**src/rtl/live_trig_gen_if.sv**
```systemverilog
// Control and status bundle between the spill/trigger generator and its user.
// The generator sits on the slave side; the controller or bench uses master.
interface live_trig_gen_if;
  logic        enable;
  logic [31:0] live_len;
  logic [31:0] gap_len;
  logic [15:0] trig_period;
  logic        live;
  logic        trig;
  logic [31:0] trig_count;
  logic        spill_done;

  modport master (
    output enable, live_len, gap_len, trig_period,
    input  live, trig, trig_count, spill_done
  );

  modport slave (
    input  enable, live_len, gap_len, trig_period,
    output live, trig, trig_count, spill_done
  );
endinterface

```
**src/rtl/live_trig_gen.sv**
```systemverilog
// Spill generator: alternates live and gap windows while enabled and issues
// periodic trigger pulses inside each live window.
module live_trig_gen (
  input  logic             clk,
  input  logic             rst,
  live_trig_gen_if.slave   bus
);

  typedef enum logic [1:0] {IDLE, LIVE, GAP} state_t;

  state_t      state_q, state_d;
  logic [31:0] live_len_q, live_len_d;
  logic [31:0] gap_len_q, gap_len_d;
  logic [15:0] period_q, period_d;
  logic [15:0] phase_q, phase_d;
  logic [31:0] cyc_q, cyc_d;
  logic [31:0] tcnt_q, tcnt_d;
  logic        done_q, done_d;
  logic        trig_w;
  logic        enter_live;

  // phase_q counts cycles since the last trigger; P=0 disables triggering.
  assign trig_w = (state_q == LIVE) && (period_q != 16'd0) &&
                  (phase_q == period_q - 16'd1);

  always_ff @(posedge clk) begin
    if (rst) begin
      state_q    <= IDLE;
      live_len_q <= 32'd1;
      gap_len_q  <= 32'd1;
      period_q   <= 16'd0;
      phase_q    <= 16'd0;
      cyc_q      <= 32'd0;
      tcnt_q     <= 32'd0;
      done_q     <= 1'b0;
    end else begin
      state_q    <= state_d;
      live_len_q <= live_len_d;
      gap_len_q  <= gap_len_d;
      period_q   <= period_d;
      phase_q    <= phase_d;
      cyc_q      <= cyc_d;
      tcnt_q     <= tcnt_d;
      done_q     <= done_d;
    end
  end

  always_comb begin
    state_d    = state_q;
    live_len_d = live_len_q;
    gap_len_d  = gap_len_q;
    period_d   = period_q;
    phase_d    = phase_q;
    cyc_d      = cyc_q;
    tcnt_d     = tcnt_q;
    done_d     = 1'b0;
    enter_live = 1'b0;

    case (state_q)
      IDLE: begin
        if (bus.enable) enter_live = 1'b1;
      end
      LIVE: begin
        cyc_d   = cyc_q + 32'd1;
        phase_d = trig_w ? 16'd0 : phase_q + 16'd1;
        if (trig_w && (tcnt_q != 32'hFFFF_FFFF)) tcnt_d = tcnt_q + 32'd1;
        // Lengths are stored already clamped to >=1, so len-1 never underflows.
        if (cyc_q == live_len_q - 32'd1) begin
          state_d = GAP;
          cyc_d   = 32'd0;
          done_d  = 1'b1;
        end
      end
      GAP: begin
        cyc_d = cyc_q + 32'd1;
        if (cyc_q == gap_len_q - 32'd1) begin
          if (bus.enable) enter_live = 1'b1;
          else begin
            state_d = IDLE;
            cyc_d   = 32'd0;
          end
        end
      end
      default: state_d = IDLE;
    endcase

    if (enter_live) begin
      state_d    = LIVE;
      live_len_d = (bus.live_len == 32'd0) ? 32'd1 : bus.live_len;
      gap_len_d  = (bus.gap_len == 32'd0) ? 32'd1 : bus.gap_len;
      period_d   = bus.trig_period;
      phase_d    = 16'd0;
      cyc_d      = 32'd0;
      tcnt_d     = 32'd0;
    end
  end

  assign bus.live       = (state_q == LIVE);
  assign bus.trig       = trig_w;
  assign bus.trig_count = tcnt_q;
  assign bus.spill_done = done_q;

endmodule

```
**src/flat_wrapper.sv**
```systemverilog
// flat-port wrapper written by rule: the top's interface ports become plain ports
module live_trig_gen_flat 
  (clk, rst, bus_enable, bus_live_len, bus_gap_len, bus_trig_period, bus_live, bus_trig, bus_trig_count, bus_spill_done);
  live_trig_gen_if bus_i ();
  input  logic clk;
  input  logic rst;
  input wire logic [$bits(bus_i.enable)-1:0] bus_enable;
  input wire logic [$bits(bus_i.live_len)-1:0] bus_live_len;
  input wire logic [$bits(bus_i.gap_len)-1:0] bus_gap_len;
  input wire logic [$bits(bus_i.trig_period)-1:0] bus_trig_period;
  output wire logic [$bits(bus_i.live)-1:0] bus_live;
  output wire logic [$bits(bus_i.trig)-1:0] bus_trig;
  output wire logic [$bits(bus_i.trig_count)-1:0] bus_trig_count;
  output wire logic [$bits(bus_i.spill_done)-1:0] bus_spill_done;
  assign bus_i.enable = bus_enable;
  assign bus_i.live_len = bus_live_len;
  assign bus_i.gap_len = bus_gap_len;
  assign bus_i.trig_period = bus_trig_period;
  assign bus_live = bus_i.live;
  assign bus_trig = bus_i.trig;
  assign bus_trig_count = bus_i.trig_count;
  assign bus_spill_done = bus_i.spill_done;
  live_trig_gen u_core (.clk(clk), .rst(rst), .bus(bus_i));
endmodule
```
**config.mk**
```make
export PLATFORM = sky130hd
export DESIGN_NAME = live_trig_gen_flat
export DESIGN_NICKNAME = d
export VERILOG_FILES = /design/src/rtl/live_trig_gen_if.sv /design/src/rtl/live_trig_gen.sv /design/src/flat_wrapper.sv
export SDC_FILE = /design/constraint.sdc
export NUM_CORES = 1
export LEC_CHECK = 0
export ABC_AREA = 1
export ABC_CLOCK_PERIOD_IN_PS = 6450
export CAP_MARGIN = 20
export CORE_MARGIN = 2
export CORE_UTILIZATION = 37
export CTS_CLUSTER_DIAMETER = 60
export DETAILED_ROUTE_END_ITERATION = 7
export MAX_ROUTING_LAYER = met4
export PLACE_DENSITY = 0.61
export SLEW_MARGIN = 25
export SYNTH_ARGS = -nofsm -noshare
export SYNTH_HDL_FRONTEND = slang
export SYNTH_SLANG_ARGS = --single-unit
export TNS_END_PERCENT = 5
```
**constraint.sdc**
```tcl
create_clock -name clk -period 6.45 [get_ports clk]
set_input_delay 0.645 -clock clk [delete_from_list [all_inputs] [get_ports clk]]
set_output_delay 0.645 -clock clk [all_outputs]
set_load 0.02 [all_outputs]
```
# Yosys cells after proc, flatten, opt, wreduce, memory -nomap -nowiden
# Index checks and enable logic that the tools add are counted.
# word_totals
n_memories,0
elab_cells,59
inputBits,83
latch_bits,0
mem_bits_ro,0
reg_bits,163
output_inout_bits,35
mem_bits_rw,0
# classes
magnitude_cmp,0
eq_ne,13
mux,16
reduce_logical,13
div_mod_pow,0
mul,0
shifts,0
add_sub_neg,6
bitwise_logic,2
# op_table
cell,n
$mux W32,5
$add A32 B1 Y32 const B,2
$eq A32 B32 Y1,2
$logic_not A32 Y1,2
$pmux W32 S2,1
$sub A32 B1 Y32 const B,2
$ne A32 B32 Y1 const B,1
$add A16 B1 Y16 const B,1
$eq A16 B16 Y1,1
$mux W16,1
$reduce_bool A16 Y1,1
$sub A16 B1 Y16 const B,1
$reduce_and A4 Y1,2
$mux W2,3
$ne A2 B1 Y1 const B,3
$ne A3 B1 Y1 const B,2
$pmux W2 S3,1
$mux W1,4
$reduce_or A2 Y1,2
$logic_and A1 B1 Y1,3
$ne A3 B2 Y1 const B,1
$eq A2 B1 Y1 const B,1
$eq A2 B2 Y1 const B,1
$logic_not A2 Y1,1
5 further kinds,6

# Longest topological paths before layout
# logic_depth
depth_word,6
mapped_depth,21
depth_no_buf,20

# Least setup slack after synthesis
# No wires, ideal clock.
# synth_timing
path_type,reg-to-output
start,reg u_core.period_q[0]
end,out bus_trig
t_arrival_ns,1.759
stages_incl_launch_ff,10
path_slack_ns,4.046
required_ns,5.805
path_buffers,0
path_cell_list,dfxtp_1 -> inv_1 -> ha_1 -> nand3_2 -> nor2_4 -> xor2_1 -> nand2_1 -> nor3_1 -> nand3_1 -> nor2_2
# synth_between
elab_chain_len,3
elab_cells_between_ends,5
cone_classes,add/sub (1); eq/ne (1); reduce/logical (3)
# synth_rtl
item,line,rtl
start: declaration,live_trig_gen.sv:14,"logic [15:0] period_q, period_d;"
start signal: assignment,live_trig_gen.sv:40,period_q <= period_d;
$sub A16 B1 Y16 / $reduce_bool A16 Y1 (equally long branches),"live_trig_gen.sv:24, live_trig_gen.sv:23",
$eq A16 B16 Y1 / $logic_and A1 B1 Y1 (equally long branches),"live_trig_gen.sv:24, live_trig_gen.sv:23",
$logic_and A1 B1 Y1 *,live_trig_gen.sv:23,assign trig_w = (state_q == LIVE) && (period_q != 16'd0) &&
end: declaration,flat_wrapper.sv:12,output wire logic [$bits(bus_i.trig)-1:0] bus_trig;
# Mark *: on every way between the ends. The rest lies on a longest branch, timed or not.

# Worst setup path after layout
# layout_timing
start,reg u_core.gap_len_q[0]
end,reg u_core.cyc_q[18]
# layout_between
elab_chain_len,5
elab_cells_between_ends,7
cone_classes,add/sub (1); eq/ne (1); mux (4); reduce/logical (1)
# layout_rtl
item,line,rtl
start: declaration,live_trig_gen.sv:13,"logic [31:0] gap_len_q, gap_len_d;"
start signal: assignment,live_trig_gen.sv:39,gap_len_q <= gap_len_d;
$sub A32 B1 Y32 *,live_trig_gen.sv:76,if (cyc_q == gap_len_q - 32'd1) begin
$eq A32 B32 Y1 *,live_trig_gen.sv:76,
$mux W1,live_trig_gen.sv:76,
$pmux W1 S2,live_trig_gen.sv:59,case (state_q)
$reduce_or A2 Y1 (no line),--,
end signal: assignment,live_trig_gen.sv:42,cyc_q <= cyc_d;
end: declaration,live_trig_gen.sv:16,"logic [31:0] cyc_q, cyc_d;"
# Marks and branches as above.
# A chain may end at the register's enable or synchronous reset.

==> results_dict.tcl <==
set metrics [dict create \
    outcome "finished clean" \
    p_leak_nw 5.26 \
    yosys-top-cells-area "dfxtp_1, nand2_1, nor2_1" \
    required_ns 6.80 \
    yosys_warnings 0 \
    cts_tree "yes" \
    post_cts_buffers 0 \
    grt_setup_unrepaired "false" \
    async_flop_share 0 \
    cp_top_family "simple AND/OR/NAND/NOR gates" \
    postSynthCellCount 1721 \
    post_drt_wl_per_cell_um 14.9 \
    grt_pass1_vias 10400 \
    numPortBuffers 117 \
    worstSetupPathType "register to register" \
    area_growth_pct 18.7 \
    clkTransAtPathRegs_ns 0.06 \
    min_path_cells 2 \
    start_kind "register" \
    hold_buffers 0 \
    post-route-drc-count 0 \
    synth-main-ff-cell "dfxtp_1" \
    synth_top_cell_by_area "dfxtp_1" \
    postCtsResizedCells 0 \
    slowest_delay_ns 0.60 \
    synth_most_common_cell "nand2_1" \
    ys_types 38 \
    pre_cts_ws_ns 2.45 \
    numClockSinks 163 \
    clockBufferDepth 2 \
    finalWorstSetupSlack_ns 2.49 \
    synth-edff-count 0 \
    clock_skew_ns 0.0122 \
    fmaxAchievable_mhz 253 \
    fin_hold_ws_ns 0.465 \
    worst_pin_slew_ns 0.832 \
    netlist.area_leader.share 0.304 \
    start_util 0.375 \
    period_minus_slack_ns 3.96 \
    ff2ff_path_depth 17 \
    drt_wl_total_mm 32.7 \
    viasPerCell 4.99 \
    die_x_um 174 \
    gr-total-overflow 0 \
    syn_area_per_cell_um2 6.24 \
    reg2reg_slack_ns 2.49 \
    peakVddDrop_mv 0.179 \
    die_h_um 174 \
    grt_pass1_wl_mm 53.1 \
    grt_max_degree 82 \
    stdcell_area_mm2 0.0127 \
    crit_fanout 37 \
    cp.depth 17 \
    crit_arrival_ns 4.30 \
    cp_slowest_cell "inv_2" \
    std_cell_rows 62 \
    drive_gt1_frac 0.0390 \
    ys_top_cells_by_count "nand2_1, nor2_1, inv_1, nand3_1, dfxtp_1" \
    ys_seq_area_frac 0.304 \
    cts_buffers 17 \
    num_vias 11000 \
    slew_violations 0 \
    nets 1900 \
    diodes 0 \
    hold_class "register to register" \
    syn_nets 1813 \
    timing.setup.tns_ns 0 \
    max_slew_margin 0.446 \
    ant_nets 0 \
    path_buf_inv 2 \
    period_share 0.614 \
    maxCapViolations 0 \
    antenna_found_initial 1 \
    crit_chain "inv_2 -> ha_1 -> nand3_2 -> nor2_1 -> nand2_1 -> xor2_1 -> nand2_1 -> nor2_1 -> nand2_1 -> nor2_1 -> nand3_2 -> nand2_1 -> nand2_2 -> nand2_4 -> inv_2 -> nand2_2 -> nor2_1" \
    powerDensity_mw_per_mm2 226 \
    placed_area_mm2 0.0122 \
    finalSetupViolCount 0 \
    dp.final_hpwl_mm 25.9 \
    ioPinCount 118 \
    drt_iter0_drc 808 \
    first_pass_iters 7 \
    hold_violations 0 \
    dp.cells 2173 \
    gp_congestion 0.941 \
    htreeDepth 4 \
    clk_latency_ns 0.43 \
    syn_area_mm2 0.0107 \
    root_buffer "clkbuf_16" \
    stdcell_count 2204 \
    ys_ff_latch 163 \
    fp.dieArea_mm2 0.0304 \
    endpoint_kind "register" \
    grt_use_total 0.224 \
    core_area_mm2 0.0286 \
]
path summary, 6_finish.rpt:
check / start / end
max: u_core.gap_len_q[0] / u_core.cyc_q[18]
min: u_core.live_len_q[31] / u_core.live_len_q[31]
max reg2reg: u_core.gap_len_q[0] / u_core.cyc_q[18]
min reg2reg: u_core.live_len_q[31] / u_core.live_len_q[31]
stage by stage:
step                 util  power (mW)
global placement    0.425        1.86
detailed placement  0.425        1.87
global route        0.445        3.04
CTS                 0.445        2.89
floorplan               -        1.66
finish              0.445        2.87
worst min-delay path, cell delays in order, from the launching register on:
cell and delay [ns]:
dfxtp_1 0.32, nand2_1 0.06, nand2_1 0.04
layout by cell type, fill, tap and decap left out, drive strengths merged:
| master | instances |
|---|---|
| nor4 | 27 |
| nand3 | 172 |
| or2 | 4 |
| inv | 180 |
| o211ai | 1 |
| xnor2 | 48 |
| nor3 | 47 |
| and2 | 2 |
| nand4 | 36 |
| or4 | 3 |
| clkinv | 5 |
| clkbuf | 17 |
| o21bai | 9 |
| nor2 | 308 |
| and3 | 2 |
| ha | 9 |
| o21ai | 71 |
| dfxtp | 163 |
| a21oi | 27 |
| nor3b | 1 |
| xor2 | 88 |
| clkdlybuf4s50 | 117 |
| xnor3 | 1 |
| nor4b | 2 |
| nand3b | 9 |
| clkinvlp | 5 |
| buf | 4 |
| o31ai | 1 |
| bufinv | 2 |
| nand2 | 459 |
sequential cells by signal, summed over array words and instances (netlist names):
register and cells:
u_core.bus.trig_count 32, u_core.live_len_q 32, u_core.state_q 2, u_core.gap_len_q 32, u_core.bus.spill_done 1, u_core.period_q 16, u_core.cyc_q 32, u_core.phase_q 16
cells by family (layout without fill, tap and decap cells):
family / Yosys count / count (layout) / share of synthesized area
AO/OA/AOI/OAI: 109 / 109 / 0.0544
XOR/XNOR: 137 / 137 / 0.113
buffers and inverters: 231 / 330 / 0.0860
AND/OR/NAND/NOR: 1072 / 1072 / 0.432
adder cells (fa/ha/maj): 9 / 9 / 0.0105
flip-flops: 163 / 163 / 0.304
where the power goes:
group	internal [mW]	leakage, nW	switching [mW]
registers	1.06	1.33	0.0675
clock network	0.573	0.268	0.452
logic	0.260	3.67	0.462
total	1.89	5.26	0.982
per-layer routing:
metal  global-route usage  wire, µm  up-vias  part of all wire
met5                    -         0        -                 0
met4               0.0634       586        0             0.018
met3               0.0249      1210       37             0.037
met2                0.387     15800      256              0.48
met1                0.275     15100     5021              0.46
li1                     -         -     5680                 -
final cells by class:
class	instances	area, µm²
fillers	3049	15900
multi-input cells	1327	6550
flip-flops and latches	163	3260
repair buffers	121	1200
inverters	178	668
well taps	384	480
clock buffers	17	425
clock inverters	14	155
(Power assumes the default switching activity.)
